[src/rtl/serial_add_pkg.sv]
// Shared types and constants for the bit-serial adder controller.
package serial_add_pkg;

    typedef enum logic [1:0] {
        S_IDLE = 2'd0,
        S_RUN  = 2'd1,
        S_DONE = 2'd2
    } state_t;

    localparam int SERIAL_ADD_DEFAULT_WIDTH = 8;

endpackage

[src/rtl/adder.sv]
// 1-bit full adder shared by the serial datapath.
module adder (
    input  logic a,
    input  logic b,
    input  logic cin,
    output logic s,
    output logic cout
);

    assign s    = a ^ b ^ cin;
    assign cout = (a & b) | (cin & (a ^ b));

endmodule

[src/rtl/serial_add_ctrl.sv]
// Bit-serial WIDTH-bit adder: one bit per clock through a 1-bit full adder.
// Optional SERIAL_ADD_ACC_EN adds an acc input that loads A from the last sum.
module serial_add_ctrl
    import serial_add_pkg::*;
#(
    parameter int WIDTH = SERIAL_ADD_DEFAULT_WIDTH
) (
    input  logic             clk,
    input  logic             rst,
    input  logic             start,
    input  logic [WIDTH-1:0] op_a,
    input  logic [WIDTH-1:0] op_b,
    input  logic             cin,
`ifdef SERIAL_ADD_ACC_EN
    input  logic             acc,
`endif
    output logic             busy,
    output logic             done,
    output logic [WIDTH-1:0] sum,
    output logic             cout
);

    localparam int IW = $clog2(WIDTH);
    localparam logic [IW-1:0] LAST_IDX = IW'(WIDTH - 1);

    state_t           r_state;
    state_t           w_next_state;
    logic [WIDTH-1:0] r_a_sr;
    logic [WIDTH-1:0] r_b_sr;
    logic [WIDTH-2:0] r_sum_sr;
    logic [WIDTH-1:0] r_sum;
    logic             r_cout;
    logic             r_carry;
    logic [IW-1:0]    r_bit_idx;
    logic             w_s;
    logic             w_fa_cout;
    logic             w_accept;
    logic             w_last;
    logic [WIDTH-1:0] w_a_load;
    logic [WIDTH-1:0] w_sum_next;

    adder u_fa (
        .a    (r_a_sr[0]),
        .b    (r_b_sr[0]),
        .cin  (r_carry),
        .s    (w_s),
        .cout (w_fa_cout)
    );

`ifdef SERIAL_ADD_ACC_EN
    assign w_a_load = acc ? r_sum : op_a;
`else
    assign w_a_load = op_a;
`endif

    assign w_accept   = (r_state == S_IDLE) && start;
    assign w_last     = (r_state == S_RUN) && (r_bit_idx == LAST_IDX);
    // New sum bit enters at the MSB; the oldest collected bit ends up at bit 0.
    assign w_sum_next = {w_s, r_sum_sr};

    always_ff @(posedge clk) begin
        if (rst) r_state <= S_IDLE;
        else     r_state <= w_next_state;
    end

    always_comb begin
        w_next_state = r_state;
        case (r_state)
            S_IDLE:  if (start) w_next_state = S_RUN;
            S_RUN:   if (r_bit_idx == LAST_IDX) w_next_state = S_DONE;
            S_DONE:  w_next_state = S_IDLE;
            default: w_next_state = S_IDLE;
        endcase
    end

    always_comb begin
        busy = (r_state == S_RUN);
        done = (r_state == S_DONE);
    end

    always_ff @(posedge clk) begin
        if (rst) begin
            r_a_sr    <= '0;
            r_b_sr    <= '0;
            r_sum_sr  <= '0;
            r_sum     <= '0;
            r_cout    <= 1'b0;
            r_carry   <= 1'b0;
            r_bit_idx <= '0;
        end else if (w_accept) begin
            r_a_sr    <= w_a_load;
            r_b_sr    <= op_b;
            r_carry   <= cin;
            r_bit_idx <= '0;
        end else if (r_state == S_RUN) begin
            r_a_sr   <= r_a_sr >> 1;
            r_b_sr   <= r_b_sr >> 1;
            r_carry  <= w_fa_cout;
            r_sum_sr <= w_sum_next[WIDTH-1:1];
            // Index holds on the last bit so it never wraps within an operation.
            if (w_last) begin
                r_sum  <= w_sum_next;
                r_cout <= w_fa_cout;
            end else begin
                r_bit_idx <= r_bit_idx + 1'b1;
            end
        end
    end

    assign sum  = r_sum;
    assign cout = r_cout;

endmodule

[config.mk]
export PLATFORM = sky130hd
export DESIGN_NAME = serial_add_ctrl
export DESIGN_NICKNAME = d
export VERILOG_FILES = /design/src/rtl/serial_add_pkg.sv /design/src/rtl/adder.sv /design/src/rtl/serial_add_ctrl.sv
export SDC_FILE = /design/constraint.sdc
export NUM_CORES = 1
export LEC_CHECK = 0
export BUFFER_PORTS_ARGS = -buffer_cell sky130_fd_sc_hd__buf_2
export CAP_MARGIN = 25
export CORE_ASPECT_RATIO = 1.25
export CORE_MARGIN = 2
export CORE_UTILIZATION = 50
export CTS_BUF_LIST = sky130_fd_sc_hd__clkbuf_4 sky130_fd_sc_hd__clkbuf_8
export CTS_CLUSTER_DIAMETER = 120
export DETAILED_ROUTE_END_ITERATION = 8
export GPL_TIMING_DRIVEN = 1
export MAX_ROUTING_LAYER = met4
export PLACE_DENSITY = 0.83
export RECOVER_POWER = 100
export SYNTH_ARGS = -nofsm -noshare
export SYNTH_HDL_FRONTEND = slang
export SYNTH_HIERARCHICAL = 1
export SYNTH_SLANG_ARGS = --single-unit
[constraint.sdc]
create_clock -name clk -period 3.2 [get_ports clk]
set_clock_uncertainty 0.15 [all_clocks]
set_input_delay 0.48 -clock clk [delete_from_list [all_inputs] [get_ports clk]]
set_output_delay 0.48 -clock clk [all_outputs]
set_load 0.05 [all_outputs]
; ---- Word level (Yosys, flattened, before mapping)
; Cells that the tools add are included.
[classes]
muxes = 9
addsub = 1
eq_ne = 5
bitwise = 7
n_reduce_logical = 9
[ops]
columns = operator, n
row1 = $mux 8, 4
row2 = $reduce_and 2->1, 3
row3 = $mux 2, 2
row4 = $pmux 2 s2, 1
row5 = $add 3x1->3 const B, 1
row6 = $eq 3x3->1 const B, 1
row7 = $reduce_and 3->1, 1
row8 = $and 1x1->1, 2
row9 = $eq 2x1->1 const B, 1
row10 = $eq 2x2->1 const B, 1
row11 = $logic_and 1x1->1, 2
row12 = $logic_not 2->1, 1
row13 = $mux 1, 2
row14 = $ne 2x1->1 const B, 1
row15 = $ne 2x2->1 const B, 1
row16 = $not 1->1, 2
row17 = $reduce_bool 2->1, 1
row18 = $reduce_or 2->1, 1
row19 = $xor 1x1->1, 2
row20 = $or 1x1->1, 1
[word_totals]
inputBits = 20
output_inout_bits = 11
ff_bits = 38
word_cells = 39

; ---- Longest topological paths before layout
[logic_depth]
depth_word = 5
depth_mapped = 7

; ---- By module
; The synthesis kept the hierarchy.
[by_module_without_submodules]
columns = mod, seq_area_each_um2, area_each_um2, cells_per_inst, n_inst
row1 = serial_add_ctrl, 760.7, 1634.1, 186, 1
row2 = adder, 0.0, 20.0, 1, 1

; ---- Worst setup path before layout
; No wires, ideal clock.
[synth_path]
path_kind = reg2out
startpoint = register r_state[1]
endpoint = output done
stages_incl_launch_ff = 3
arrival_ns = 1.254
slack_ns = 1.316
t_required_ns = 2.570
n_path_buf = 0
cell_sequence = dfxtp_1 -> inv_1 -> nor2_1
[synth_between]
elab_chain_cells = 1
[synth_rtl]
columns = item, line_no
row1 = start: declaration, serial_add_ctrl.sv:26  ; state_t r_state;
row2 = start signal: assignment, serial_add_ctrl.sv:63  ; else r_state <= w_next_state;
row3 = $eq 2x2->1, serial_add_ctrl.sv:78  ; done = (r_state == S_DONE);
row4 = end: declaration, serial_add_ctrl.sv:18  ; output logic done,
; No other way between the ends.

; ---- Worst setup path in the final report
[layout_path]
startpoint = register r_state[0]
endpoint = output busy
[layout_between]
elab_chain_cells = 1
[layout_rtl]
columns = item, line_no
row1 = $eq 2x1->1, serial_add_ctrl.sv:77  ; busy = (r_state == S_RUN);
row2 = end: declaration, serial_add_ctrl.sv:17  ; output logic busy,
; No other way between the ends.

==> metrics <==
status complete, no violations; Slew Viols, Final 0; synthesized flop and latch total 38; Max Fclk 0.373 GHz; met3 global-route usage 0.0605; Max VDD drop 0.343 mV; Synth top area share 0.460; total CTS buffers 5; CTS Hold Bufs 0; Static Leak 0.663 nW; Post-synth ARST share 0; Tot Pwr 1.02 mW; dpl hpwl 1910 µm; Synth Cell Area 1650 µm²; Non-Filler Instances 248; PwrDens 564 nW/µm²; post-synth cell types 29; number of global-route vias before repair 1120; RSZ-0062 raised after global routing false; latest clock arrival within the worst-skew pair 0.29 ns; Routed Antenna Nets 0; post-cts repair resize count 0; vias per cell 5.29; met2 Use GR 0.271; Slew HR 0.528; Initial Util 0.518; area grow syn2layout 9.46%; endpoints failing hold 0; worst hold path class in -> reg; 1st-iter DRT viols 47; Net count, final 233; IO buf count 30; setup tns final 0 ns; WL per Instance 12.0 µm; Final min period 2.68 ns; setup bufs post-CTS 0; cell taking the most area after synthesis dfxtp_1; GRT Max-Usage Layer met2; largest net degree at the start of global routing 39; initial antenna violation count 0; die area 3790 µm²; Root Buffer clkbuf_8; die height 68.3 µm; WP data required 2.57 ns; Most used DFF post-synth dfxtp_1; Core Rows 23; crit path DAT 2.05 ns; fill count 316; Final Setup Violations 0; Ports 31; Setup Crit Path Kind reg -> out; most common cell in the synthesized netlist dfxtp_1; Max clock buf depth 2; antenna fix cells 0; DRC 0; clock tree sinks 38; Worst-path clk slew 0.07 ns; GRT Total Usage 0.175; Core Box Area 3190 µm²; worst-path maximum fanout 29; Gate Count Post-Synth 187; cell count after placement 240; actual slew at the worst max-slew pin 0.707 ns; yosys warns 6; Worst setup EP type output port; commonest cells in the netlist dfxtp_1 (38), nand2_1 (37), a21oi_1 (30), nor2_1 (15); DRT Wirelength 2970 µm; first-pass GRT wire length 4930 µm; die width 55.4 µm; number of flops mapped to enable cells by yosys 0; CTS tree done; startpoint class of the critical path flip-flop; Max Cap Violations 0; Placer Congestion 0.804; H-tree levels 2; drt pass-1 iters 4; register area share after synthesis 0.460; layout cells sized above 1 0.175; Syn Nets 210; Vias 1311; Synth area leaders dfxtp_1 (46%), a21oi_1 (9.1%), nand2_1 (8.4%); Avg Inst Size Synth 8.85 µm²; grt ovf 0; GR Util met1 0.200; period utilization 0.837
cells by family after synthesis:
logic type      count (synthesis)  share of synthesized area
compound gates                 49                      0.190
xor+xnor                        1                    0.00530
fa+ha+maj                       3                     0.0272
buf+inv                        17                     0.0756
flops                          38                      0.460
mux                             2                     0.0121
simple gates                   77                      0.230
metal layers:
metal / wire (µm) / share of wire
met1: 1410 / 0.47
met2: 1320 / 0.45
met3: 166 / 0.056
met4: 72 / 0.024
met5: 0 / 0
area by class of cell:
type | count | area (µm²) | share of cell area
tap | 37 | 46.3 | 0.0256
inverter | 3 | 11.3 | 0.00622
multi-input combinational | 132 | 747 | 0.413
clock inverter | 3 | 40.0 | 0.0221
clock buffer | 5 | 68.8 | 0.0380
timing repair buffer | 30 | 136 | 0.0753
sequential | 38 | 761 | 0.420
through the flow:
| step | setup WS (ns) | cell area, µm² | utilization | hold slack [ns] |
|---|---|---|---|---|
| floorplan | 1.32 | 1650 | - | 0.286 |
| detailed placement | 1.04 | 1740 | 0.544 | 0.297 |
| CTS | 0.706 | 1850 | 0.578 | 0.270 |
| global placement | 1.08 | 1740 | 0.544 | 0.290 |
| global route | 0.407 | 1810 | 0.567 | 0.281 |
| finish | 0.522 | 1810 | 0.567 | 0.273 |
worst paths after layout:
check,slack (ns),from,depth (start not counted),endpoint
setup / recovery,0.52,r_state[0],3,busy
hold reg to reg,0.31,sum[3],2,sum[3]
hold / removal,0.27,op_a[7],3,r_a_sr[7]
setup reg to reg,1.15,r_bit_idx[0],5,r_bit_idx[2]
cells in the final DEF, fill, tap and decap left out, types with 2 or more instances in the layout:
master    synthesis  final
nand2_1          37     37
clkbuf_8          0      5
a211oi_2          4      2
nor2_4            2      2
buf_2             3     19
nand3_1          11     11
o22ai_1           2      2
nor2_1           15     15
a21oi_1          30     30
clkinv_2          0      2
inv_1             2      2
nor3_1            3      3
nor2_2            3      3
a211oi_1         11     13
clkbuf_1          4     11
mux2i_1           2      2
dfxtp_1          38     38
ha_1              2      2
state kept, by name, indices dropped and copies added, names as in the netlist:
signal and cells:
r_sum_sr 7, r_bit_idx 3, r_b_sr 8, r_state 2, r_a_sr 8, cout 1
r_carry 1, sum 8
critical path, cell delays in order (launching register included):
cell and delay, ns:
dfxtp_1 0.58, nand2b_4 0.24, inv_2 0.41, clkbuf_1 0.53
power breakdown:
part           leakage (nW)  internal, mW  switching (mW)
logic                 0.294        0.0425          0.0676
registers             0.310         0.496          0.0159
clock network        0.0579         0.229           0.171
total                 0.663         0.768           0.254
Note: power is estimated with default switching activity, not from simulation.
